File: src/rtl/bloon_background_rom_arbiter.sv
// Shares the 640x480 background ROM between VGA scan-out and one game-logic lookup port.
// Video owns every active-display cycle; game lookups are issued only during blanking.
module bloon_background_rom_arbiter #(
    parameter int H_RES  = 640,
    parameter int V_RES  = 480,
    parameter int WAIT_W = 16
) (
    input  logic              vga_clk,
    input  logic              reset,
    input  logic [9:0]        DrawX,
    input  logic [9:0]        DrawY,
    input  logic              blank,
    output logic [18:0]       rom_address,
    input  logic [4:0]        rom_q,
    output logic [4:0]        vid_index,
    output logic              vid_active,
    input  logic              req_valid,
    output logic              req_ready,
    input  logic [9:0]        req_x,
    input  logic [9:0]        req_y,
    output logic              rsp_valid,
    output logic [4:0]        rsp_index,
    output logic              rsp_err,
    output logic [WAIT_W-1:0] wait_cnt
);

    localparam logic [9:0] H_LIM = 10'(H_RES);
    localparam logic [9:0] V_LIM = 10'(V_RES);

    typedef enum logic [1:0] {
        OWN_NONE,
        OWN_VIDEO,
        OWN_GAME
    } owner_t;

    typedef enum logic [2:0] {
        S_IDLE,
        S_ISSUE,
        S_WAIT,
        S_RESP,
        S_ERR
    } state_t;

    state_t      state;
    owner_t      owner;
    owner_t      owner_d1;
    logic        blank_d1;
    logic [18:0] vid_addr;
    logic [18:0] req_addr_next;
    logic [18:0] req_addr_reg;

    // 640 = 512 + 128, so the stride reduces to two shifted adds.
    generate
        if (H_RES == 640) begin : g_shift_stride
            assign vid_addr      = {9'd0, DrawX} + {DrawY, 9'd0} + {2'd0, DrawY, 7'd0};
            assign req_addr_next = {9'd0, req_x} + {req_y, 9'd0} + {2'd0, req_y, 7'd0};
        end else begin : g_mul_stride
            assign vid_addr      = {9'd0, DrawX} + ({9'd0, DrawY} * 19'(H_RES));
            assign req_addr_next = {9'd0, req_x} + ({9'd0, req_y} * 19'(H_RES));
        end
    endgenerate

    // The address only moves when the owner select moves, so a waiting game request never glitches video.
    always_comb begin
        owner       = OWN_NONE;
        rom_address = '0;
        if (blank) begin
            owner       = OWN_VIDEO;
            rom_address = vid_addr;
        end else if (state == S_ISSUE) begin
            owner       = OWN_GAME;
            rom_address = req_addr_reg;
        end
    end

    always_ff @(posedge vga_clk or posedge reset) begin
        if (reset) begin
            owner_d1   <= OWN_NONE;
            blank_d1   <= 1'b0;
            vid_index  <= '0;
            vid_active <= 1'b0;
        end else begin
            owner_d1   <= owner;
            blank_d1   <= blank;
            vid_active <= blank_d1;
            vid_index  <= (owner_d1 == OWN_VIDEO) ? rom_q : 5'd0;
        end
    end

    always_ff @(posedge vga_clk or posedge reset) begin
        if (reset) begin
            state        <= S_IDLE;
            req_ready    <= 1'b0;
            req_addr_reg <= '0;
            rsp_valid    <= 1'b0;
            rsp_err      <= 1'b0;
            rsp_index    <= '0;
            wait_cnt     <= '0;
        end else begin
            rsp_valid <= 1'b0;
            case (state)
                S_IDLE: begin
                    req_ready <= 1'b1;
                    if (req_valid && req_ready) begin
                        req_ready    <= 1'b0;
                        wait_cnt     <= '0;
                        req_addr_reg <= req_addr_next;
                        if (req_x >= H_LIM || req_y >= V_LIM) begin
                            state <= S_ERR;
                        end else begin
                            state <= S_ISSUE;
                        end
                    end
                end
                S_ISSUE: begin
                    if (!blank) begin
                        state <= S_WAIT;
                    end else if (wait_cnt != {WAIT_W{1'b1}}) begin
                        wait_cnt <= wait_cnt + 1'b1;
                    end
                end
                // rom_q now holds the game read issued last cycle.
                S_WAIT: begin
                    state     <= S_RESP;
                    rsp_valid <= 1'b1;
                    rsp_err   <= 1'b0;
                    rsp_index <= rom_q;
                end
                S_ERR: begin
                    state     <= S_RESP;
                    rsp_valid <= 1'b1;
                    rsp_err   <= 1'b1;
                    rsp_index <= '0;
                end
                S_RESP: begin
                    state     <= S_IDLE;
                    req_ready <= 1'b1;
                end
                default: begin
                    state     <= S_IDLE;
                    req_ready <= 1'b0;
                end
            endcase
        end
    end

endmodule

File: config.mk
export PLATFORM = sky130hd
export DESIGN_NAME = bloon_background_rom_arbiter
export DESIGN_NICKNAME = d
export VERILOG_FILES = /design/src/rtl/bloon_background_rom_arbiter.sv
export SDC_FILE = /design/constraint.sdc
export NUM_CORES = 1
export LEC_CHECK = 0
export CORE_MARGIN = 2
export CORE_UTILIZATION = 54
export DETAILED_ROUTE_END_ITERATION = 16
export GPL_ROUTABILITY_DRIVEN = 0
export PLACE_DENSITY = 0.9
export SYNTH_ARGS = -nofsm -noshare
export SYNTH_HDL_FRONTEND = slang
export SYNTH_SLANG_ARGS = --single-unit
File: constraint.sdc
create_clock -name vga_clk -period 5.1 [get_ports vga_clk]
set_input_delay 0.765 -clock vga_clk [delete_from_list [all_inputs] [get_ports vga_clk]]
set_output_delay 0.765 -clock vga_clk [all_outputs]
set_load 0.05 [all_outputs]
# Yosys cells after proc, flatten, opt, wreduce, memory -nomap -nowiden
# Cells that the tools add are included.
# word_totals
ff_bits	55
input_bits	49
output_inout_bits	49
# classes
n_addsub	5
n_lt_le_gt_ge	2
eq_ne	10
muxes	18
reduce_logical	10
# op_table
cell	count
$mux W16	3
$add A10 B19 Y19	2
$add A19 B17 Y19	2
$mux W19	2
$pmux W16 S2	1
$add A16 B1 Y16 const B	1
$ne A16 B16 Y1 const B	1
$ge A10 B10 Y1 const B	1
$ge A10 B9 Y1 const B	1
$pmux W5 S2	1
$mux W3	3
$pmux W3 S3	1
$eq A3 B2 Y1 const B	2
$ne A2 B2 Y1 const B	3
$mux W5	1
$mux W2	2
$reduce_and A2 Y1	2
$reduce_and A4 Y1	1
$reduce_bool A2 Y1	2
$eq A3 B1 Y1 const B	1
$eq A3 B3 Y1 const B	1
$logic_not A3 Y1	1
$pmux W1 S3	1
$reduce_or A3 Y1	1
other kinds (7)	8

# Logic depth before layout (Yosys ltp)
# Gate-level depths: netlist of run 1.
# logic_depth
word_depth	5
ltp_mapped	9

# Worst setup path before layout of run 1
# Ideal clock, no wire load.
# synth_path
kind	input -> output
from	in DrawX[9]
to	out rom_address[17]
arrival_ps	3420
required_ps	4335
setup_slack_ps	915
stages	9
path_buffers	0
cell_sequence	inv_1 fa_1 inv_1 ha_1 a21o_1 nand4_1 a21oi_1 o21a_1 o31ai_1
# synth_between
elab_chain_cells	3
# synth_rtl
element	line	rtl
start, declared	10	input logic [9:0] DrawX,
$add A10 B19 Y19	55	assign vid_addr = {9'd0, DrawX} + {DrawY, 9'd0} + {2'd0, DrawY, 7'd0};
$add A19 B17 Y19	55	
$mux W19	67	if (blank) begin
end, declared	13	output logic [18:0] rom_address,
# No other way between the ends.

# Worst setup path after layout of run 1
# layout_path
from	in DrawY[0]
to	out rom_address[15]
# layout_between
elab_chain_cells	3
# layout_rtl
element	line	rtl
start, declared	11	input logic [9:0] DrawY,
$add A10 B19 Y19	55	
$add A19 B17 Y19 (*)	55	
$mux W19 (*)	67	
# Mark *: on every way between the ends. The rest lies on a longest branch, timed or not.

==> results of run 1 <==
-- power by group --
group,total (mW),internal (mW),switching (mW)
logic,1.04,0.386,0.658
registers,0.667,0.552,0.115
clock network,0.303,0.150,0.153
-- cell type report --
| type | count | area share [%] |
|---|---|---|
| multi-input cells | 347 | 47.20 |
| flip-flops and latches | 54 | 27.13 |
| clock buffers | 5 | 1.382 |
| inverters | 17 | 1.281 |
| well taps | 96 | 2.411 |
| clock inverters | 3 | 0.9545 |
| repair buffers | 99 | 19.64 |
-- synthesized netlist by cell type, drive strengths merged (2+ instances only) --
master | instances | share of area [%]
o21bai | 3 | 0.58
buf | 10 | 1.6
nor2 | 15 | 1.6
nand2b | 2 | 0.52
a221o | 2 | 0.52
nand3b | 2 | 0.39
dfrtp | 54 | 35
or4 | 3 | 0.58
o41ai | 2 | 0.45
and3b | 2 | 0.45
a41oi | 3 | 0.68
nand2 | 90 | 8.7
ha | 39 | 13
xor2 | 7 | 1.6
nor4 | 2 | 0.48
nand4 | 5 | 0.81
and3 | 6 | 1.1
o21ai | 50 | 6.6
xnor2 | 6 | 1.4
nand3 | 12 | 1.5
o22ai | 2 | 0.32
mux2i | 2 | 0.52
inv | 17 | 1.6
nor3 | 8 | 1.3
a21o | 9 | 1.7
fa | 4 | 2.1
clkbuf | 10 | 1.5
a22o | 10 | 2.3
and2 | 7 | 1.1
a21oi | 21 | 2.7
a211oi | 6 | 1.2
a221oi | 3 | 0.68
o31ai | 14 | 3.5
o21a | 2 | 0.39
-- routing by layer --
layer,vias to the layer above,global-route usage (%),part of all wire [%]
met1,1736,32.60,40
met3,19,4.664,5.7
li1,1751,-,-
met5,-,0,0
met2,142,45.59,51
met4,0,8.678,2.5
-- kinds of logic after synthesis --
| logic type | count (synthesis) | synth area share (%) |
|---|---|---|
| multiplexers | 2 | 0.5165 |
| buffers and inverters | 37 | 4.777 |
| AND/OR/NAND/NOR | 158 | 19.56 |
| XOR/XNOR | 13 | 2.937 |
| flip-flops | 54 | 34.86 |
| adder cells (fa/ha/maj) | 43 | 14.65 |
| AO/OA/AOI/OAI | 131 | 22.69 |
-- through the flow --
stage	std cells	utilization [%]	cell area, sq um	worst slack (ps)
2_1_floorplan	438	-	3876	914.7
5_1_grt	621	72.51	4981	272.6
3_5_place_dp	613	70.82	4865	468.3
3_3_place_gp	613	70.82	4865	556.0
4_1_cts	621	72.51	4981	467.1
6_report	621	72.51	4981	443.9
-- worst paths after layout --
check                              endpoint  slack (ps)         from  cells after the start
setup / recovery            rom_address[15]         440     DrawY[0]                     11
hold / removal                   vid_active         400  owner_d1[0]                      0
setup reg to reg           req_addr_reg[18]        2670     state[1]                      3
hold reg to reg                  vid_active         400  owner_d1[0]                      0
max in group asynchronous  req_addr_reg[11]        3390        reset                      2
min in group asynchronous      wait_cnt[11]        1030        reset                      2
-- worst register-to-register path, cell delays in order, from the launching register on --
cell and delay (ps):
dfrtp_1 600, or4_1 1030, or4_1 650, nand3_1 90
==> impl_metrics.json, run 1 <==
{
  "status": "finished clean",
  "p_per_area_nw_per_um2": 404.5,
  "grt_max_degree": 55,
  "crit_chain": "clkdlybuf4s50_1 -> inv_1 -> fa_1 -> inv_1 -> ha_1 -> a21o_1 -> nand4_1 -> a21oi_1 -> nor3_1 -> o31ai_1 -> clkdlybuf4s50_1",
  "layout-drive-gt1-share_pct": 5.905,
  "p_total_mw": 2.015,
  "cts_sinks": 54,
  "cts_hold_buf": 0,
  "skew_ps": 12.62,
  "core_area_sq_um": 6869,
  "period_needed_ps": 4656,
  "drtIter0Drc": 354,
  "cp_max_fo": 3,
  "diodes": 0,
  "synth_ff_type": "dfrtp_1",
  "ys_seq_elements": 54,
  "port_buffers": 97,
  "insertion_delay_ps": 320,
  "relSlewSlack_pct": 26.95,
  "root_buffer": "clkbuf_8",
  "initial_core_util_pct": 56.43,
  "postCtsSetupRepairBufs": 0,
  "start_kind": "input port",
  "final.setup.tns_ps": 0,
  "final_cell_mix": "clkdlybuf4s50_1, nand2_1, dfrtp_1",
  "synth_seq_area_share_pct": 34.86,
  "syn2layout_area_growth_pct": 28.50,
  "ant_nets": 0,
  "grt_pass1_vias": 3515,
  "final_common_cell": "clkdlybuf4s50_1",
  "synth_edf_count": 0,
  "dieArea_sq_um": 7872,
  "grt_overflow_total": 0,
  "die_x_microns": 88.73,
  "drc": 0,
  "fin_nets": 616,
  "tritoncts": "done",
  "synth.distinct_cells": 53,
  "required_ps": 4340,
  "wl_microns": 9810,
  "crit_buf_inv": 4,
  "top_level_ports": 98,
  "setup_viol": 0,
  "num_vias": 3648,
  "cts_made_buffers": 5,
  "slowest_stage": "clkdlybuf4s50_1",
  "antenna_found_initial": 0,
  "seq_area_sq_um": 1351,
  "multi_input_area_sq_um": 2351,
  "fin_crit_sh_pct": 91.30,
  "hold_slack_ps": 395.5,
  "cellLeakagePower_nw": 2.273,
  "synthesis.nets": 530,
  "globalRouteTotalUtil_pct": 26.12,
  "die_h_microns": 88.73,
  "largest_register_ffs": 19,
  "clk_path_buf_depth": 2,
  "worstMarginPinSlew_ps": 1094,
  "first_pass_iters": 5,
  "cp_top_family": "buffers and inverters",
  "rsz0062_at_grt": "no",
  "routedWlPerCell_microns": 15.80,
  "vias_per_cell": 5.874,
  "crit_type": "in -> out",
  "ys_async_sr_fraction_pct": 100.0,
  "netlist_area_sq_um": 3876,
  "hold_viol": 0,
  "cts_htree_levels": 2,
  "rows": 30,
  "max_freq_ghz": 0.2148,
  "grt_first_pass_wirelength_microns": 16110,
  "fill_cells": 533,
  "slew_violations": 0,
  "ir_worst_vdd_uv": 174.4,
  "syn-instance-count": 438,
  "drv_cap": 0,
  "dp_hpwl_microns": 7543,
  "synth_warnings": 0,
  "cts_resized": 0,
  "hold_path.class": "reg -> reg",
  "cp_data_arrival_time_ps": 3890,
  "path_clk_slew_ps": 110,
  "critPathMaxStageDelay_ps": 840,
  "crit_path_end_kind": "primary output",
  "postSynthAreaPerCell_sq_um": 8.850
}
(Power assumes the default switching activity.)
==> inputs of run 2 (changes only) <==
ABC_CLOCK_PERIOD_IN_PS = 5100   (was not set)
CORE_UTILIZATION = 55   (was 54)
CTS_BUF_LIST = sky130_fd_sc_hd__clkbuf_4   (was not set)
PLACE_DENSITY = 0.91   (was 0.9)
SLEW_MARGIN = 15   (was not set)
==> impl_metrics.json, run 2 (synthesized netlist as in run 1, its figures left out) <==
{
  "skew_ps": 22.91,
  "p_switching_mw": 0.9037,
  "power_frac_clock_pct": 12.9,
  "crit_path_end_kind": "primary output",
  "drc": 0,
  "num_vias": 3565,
  "cts_made_buffers": 5,
  "max_freq_ghz": 0.2133,
  "path_clk_slew_ps": 170,
  "grt_pass1_vias": 3445,
  "initial_core_util_pct": 57.05,
  "die_h_microns": 87.95,
  "dieArea_sq_um": 7735,
  "p_int_mw": 1.046,
  "crit_type": "in -> out",
  "cts_resized": 0,
  "cts_htree_levels": 2,
  "cp_max_fo": 3,
  "largest_register_ffs": 19,
  "postCtsSetupRepairBufs": 0,
  "required_ps": 4340,
  "cts_sinks": 54,
  "insertion_delay_ps": 390,
  "dp_hpwl_microns": 6925,
  "start_kind": "input port",
  "globalRouteTotalUtil_pct": 24.35,
  "diodes": 0,
  "final.setup.tns_ps": 0,
  "top_level_ports": 98,
  "hold_viol": 0,
  "slowest_stage": "clkdlybuf4s50_1",
  "rr_worst_depth": 6,
  "p_sw_share_pct": 46.36,
  "port_buffers": 97,
  "clk_path_buf_depth": 2,
  "tritoncts": "done",
  "routedWlPerCell_microns": 14.78,
  "worstMarginPinSlew_ps": 1013,
  "crit_buf_inv": 4,
  "period_needed_ps": 4687,
  "drv_cap": 0,
  "cts_hold_buf": 0,
  "share_seq_of_total_power_pct": 34.2,
  "cp_data_arrival_time_ps": 3920,
  "pre_cts_slack_ps": 432.3,
  "status": "finished clean",
  "reg2reg_to": "wait_cnt[6]",
  "r2r_start": "wait_cnt[0]",
  "min_path_cells": 0,
  "grt_max_degree": 55,
  "relSlewSlack_pct": 31.93,
  "slew_violations": 0,
  "setup_viol": 0,
  "syn2layout_area_growth_pct": 28.11,
  "worst_slack_ps": 412.8,
  "reg2reg_slack_ps": 2920,
  "min_to": "vid_active",
  "p_comb_share_pct": 52.9,
  "grt_first_pass_wirelength_microns": 15260,
  "ant_nets": 0,
  "first_pass_iters": 4,
  "fin_crit_sh_pct": 91.91,
  "final_cell_mix": "clkdlybuf4s50_1, nand2_1, dfrtp_1",
  "vias_per_cell": 5.722,
  "die_x_microns": 87.95,
  "critPathMaxStageDelay_ps": 850,
  "crit_chain": "clkdlybuf4s50_1 -> inv_1 -> fa_1 -> inv_1 -> fa_1 -> a211oi_1 -> o21ai_0 -> o22ai_1 -> clkdlybuf4s50_1",
  "min_from": "owner_d1[0]",
  "fin_nets": 618,
  "root_buffer": "clkbuf_4",
  "ir_worst_vdd_uv": 160.8,
  "layout-drive-gt1-share_pct": 6.262,
  "rsz0062_at_grt": "no",
  "rows": 30,
  "cp_top_family": "buffers and inverters",
  "hold_path.class": "reg -> reg",
  "antenna_found_initial": 0,
  "wl_microns": 9209,
  "cellLeakagePower_nw": 2.269,
  "grt_overflow_total": 0,
  "core_area_sq_um": 6794,
  "final_common_cell": "clkdlybuf4s50_1",
  "p_per_area_nw_per_um2": 392.5,
  "drtIter0Drc": 129
}
-- run 2: how the worst max path moves through the flow --
stage             start  slack, ps  cells past startpoint               to
2_1_floorplan  DrawX[9]        910                      9  rom_address[17]
3_3_place_gp   DrawY[0]        480                     11  rom_address[17]
3_5_place_dp   DrawY[0]        430                     11  rom_address[17]
4_1_cts        DrawY[0]        440                     11  rom_address[17]
5_1_grt        DrawY[0]        310                      9  rom_address[12]
6_report       DrawY[0]        410                      9  rom_address[12]
-- run 2: area by class of cell --
class                      count  area (sq um)
multi-input combinational    347          2351
fill                         507          1828
sequential                    54          1351
timing repair buffer         101         993.5
tap                           96         120.1
inverter                      17         65.06
clock inverter                 3         47.55
clock buffer                   5         37.54
-- run 2: power groups by stage --
stage	Sequential, mW	Combinational, mW	Clock [mW]
floorplan	0.760	0.657	0
global placement	0.664	1.00	0
detailed placement	0.674	1.03	0
CTS	0.665	1.04	0.254
global route	0.683	1.13	0.272
finish	0.667	1.03	0.251
-- run 2: stage by stage --
stage                     hold slack (ps)  power [mW]  utilization [%]  instance area (sq um)  cells
after floorplan                     346.5       1.417                -                   3876    438
after global placement              351.2       1.666            71.82                   4880    615
after detailed placement            356.1       1.703            71.82                   4880    615
after CTS                           395.1       1.954            73.08                   4965    623
after global routing                419.9       2.081            73.09                   4966    623
final                               398.9       1.949            73.09                   4966    623
-- run 2: per-layer routing --
layer	global-route usage [%]	part of all wire [%]
met5	0	0
met4	7.273	1.6
met3	3.864	3.9
met2	44.28	52
met1	29.56	42
==> inputs of run 3 (changes only) <==
ABC_CLOCK_PERIOD_IN_PS = not set   (was 5100)
TNS_END_PERCENT = 50   (was not set)
==> results of run 3 <==
Same layout as run 2: the final DEF is identical, and so are final timing and power.
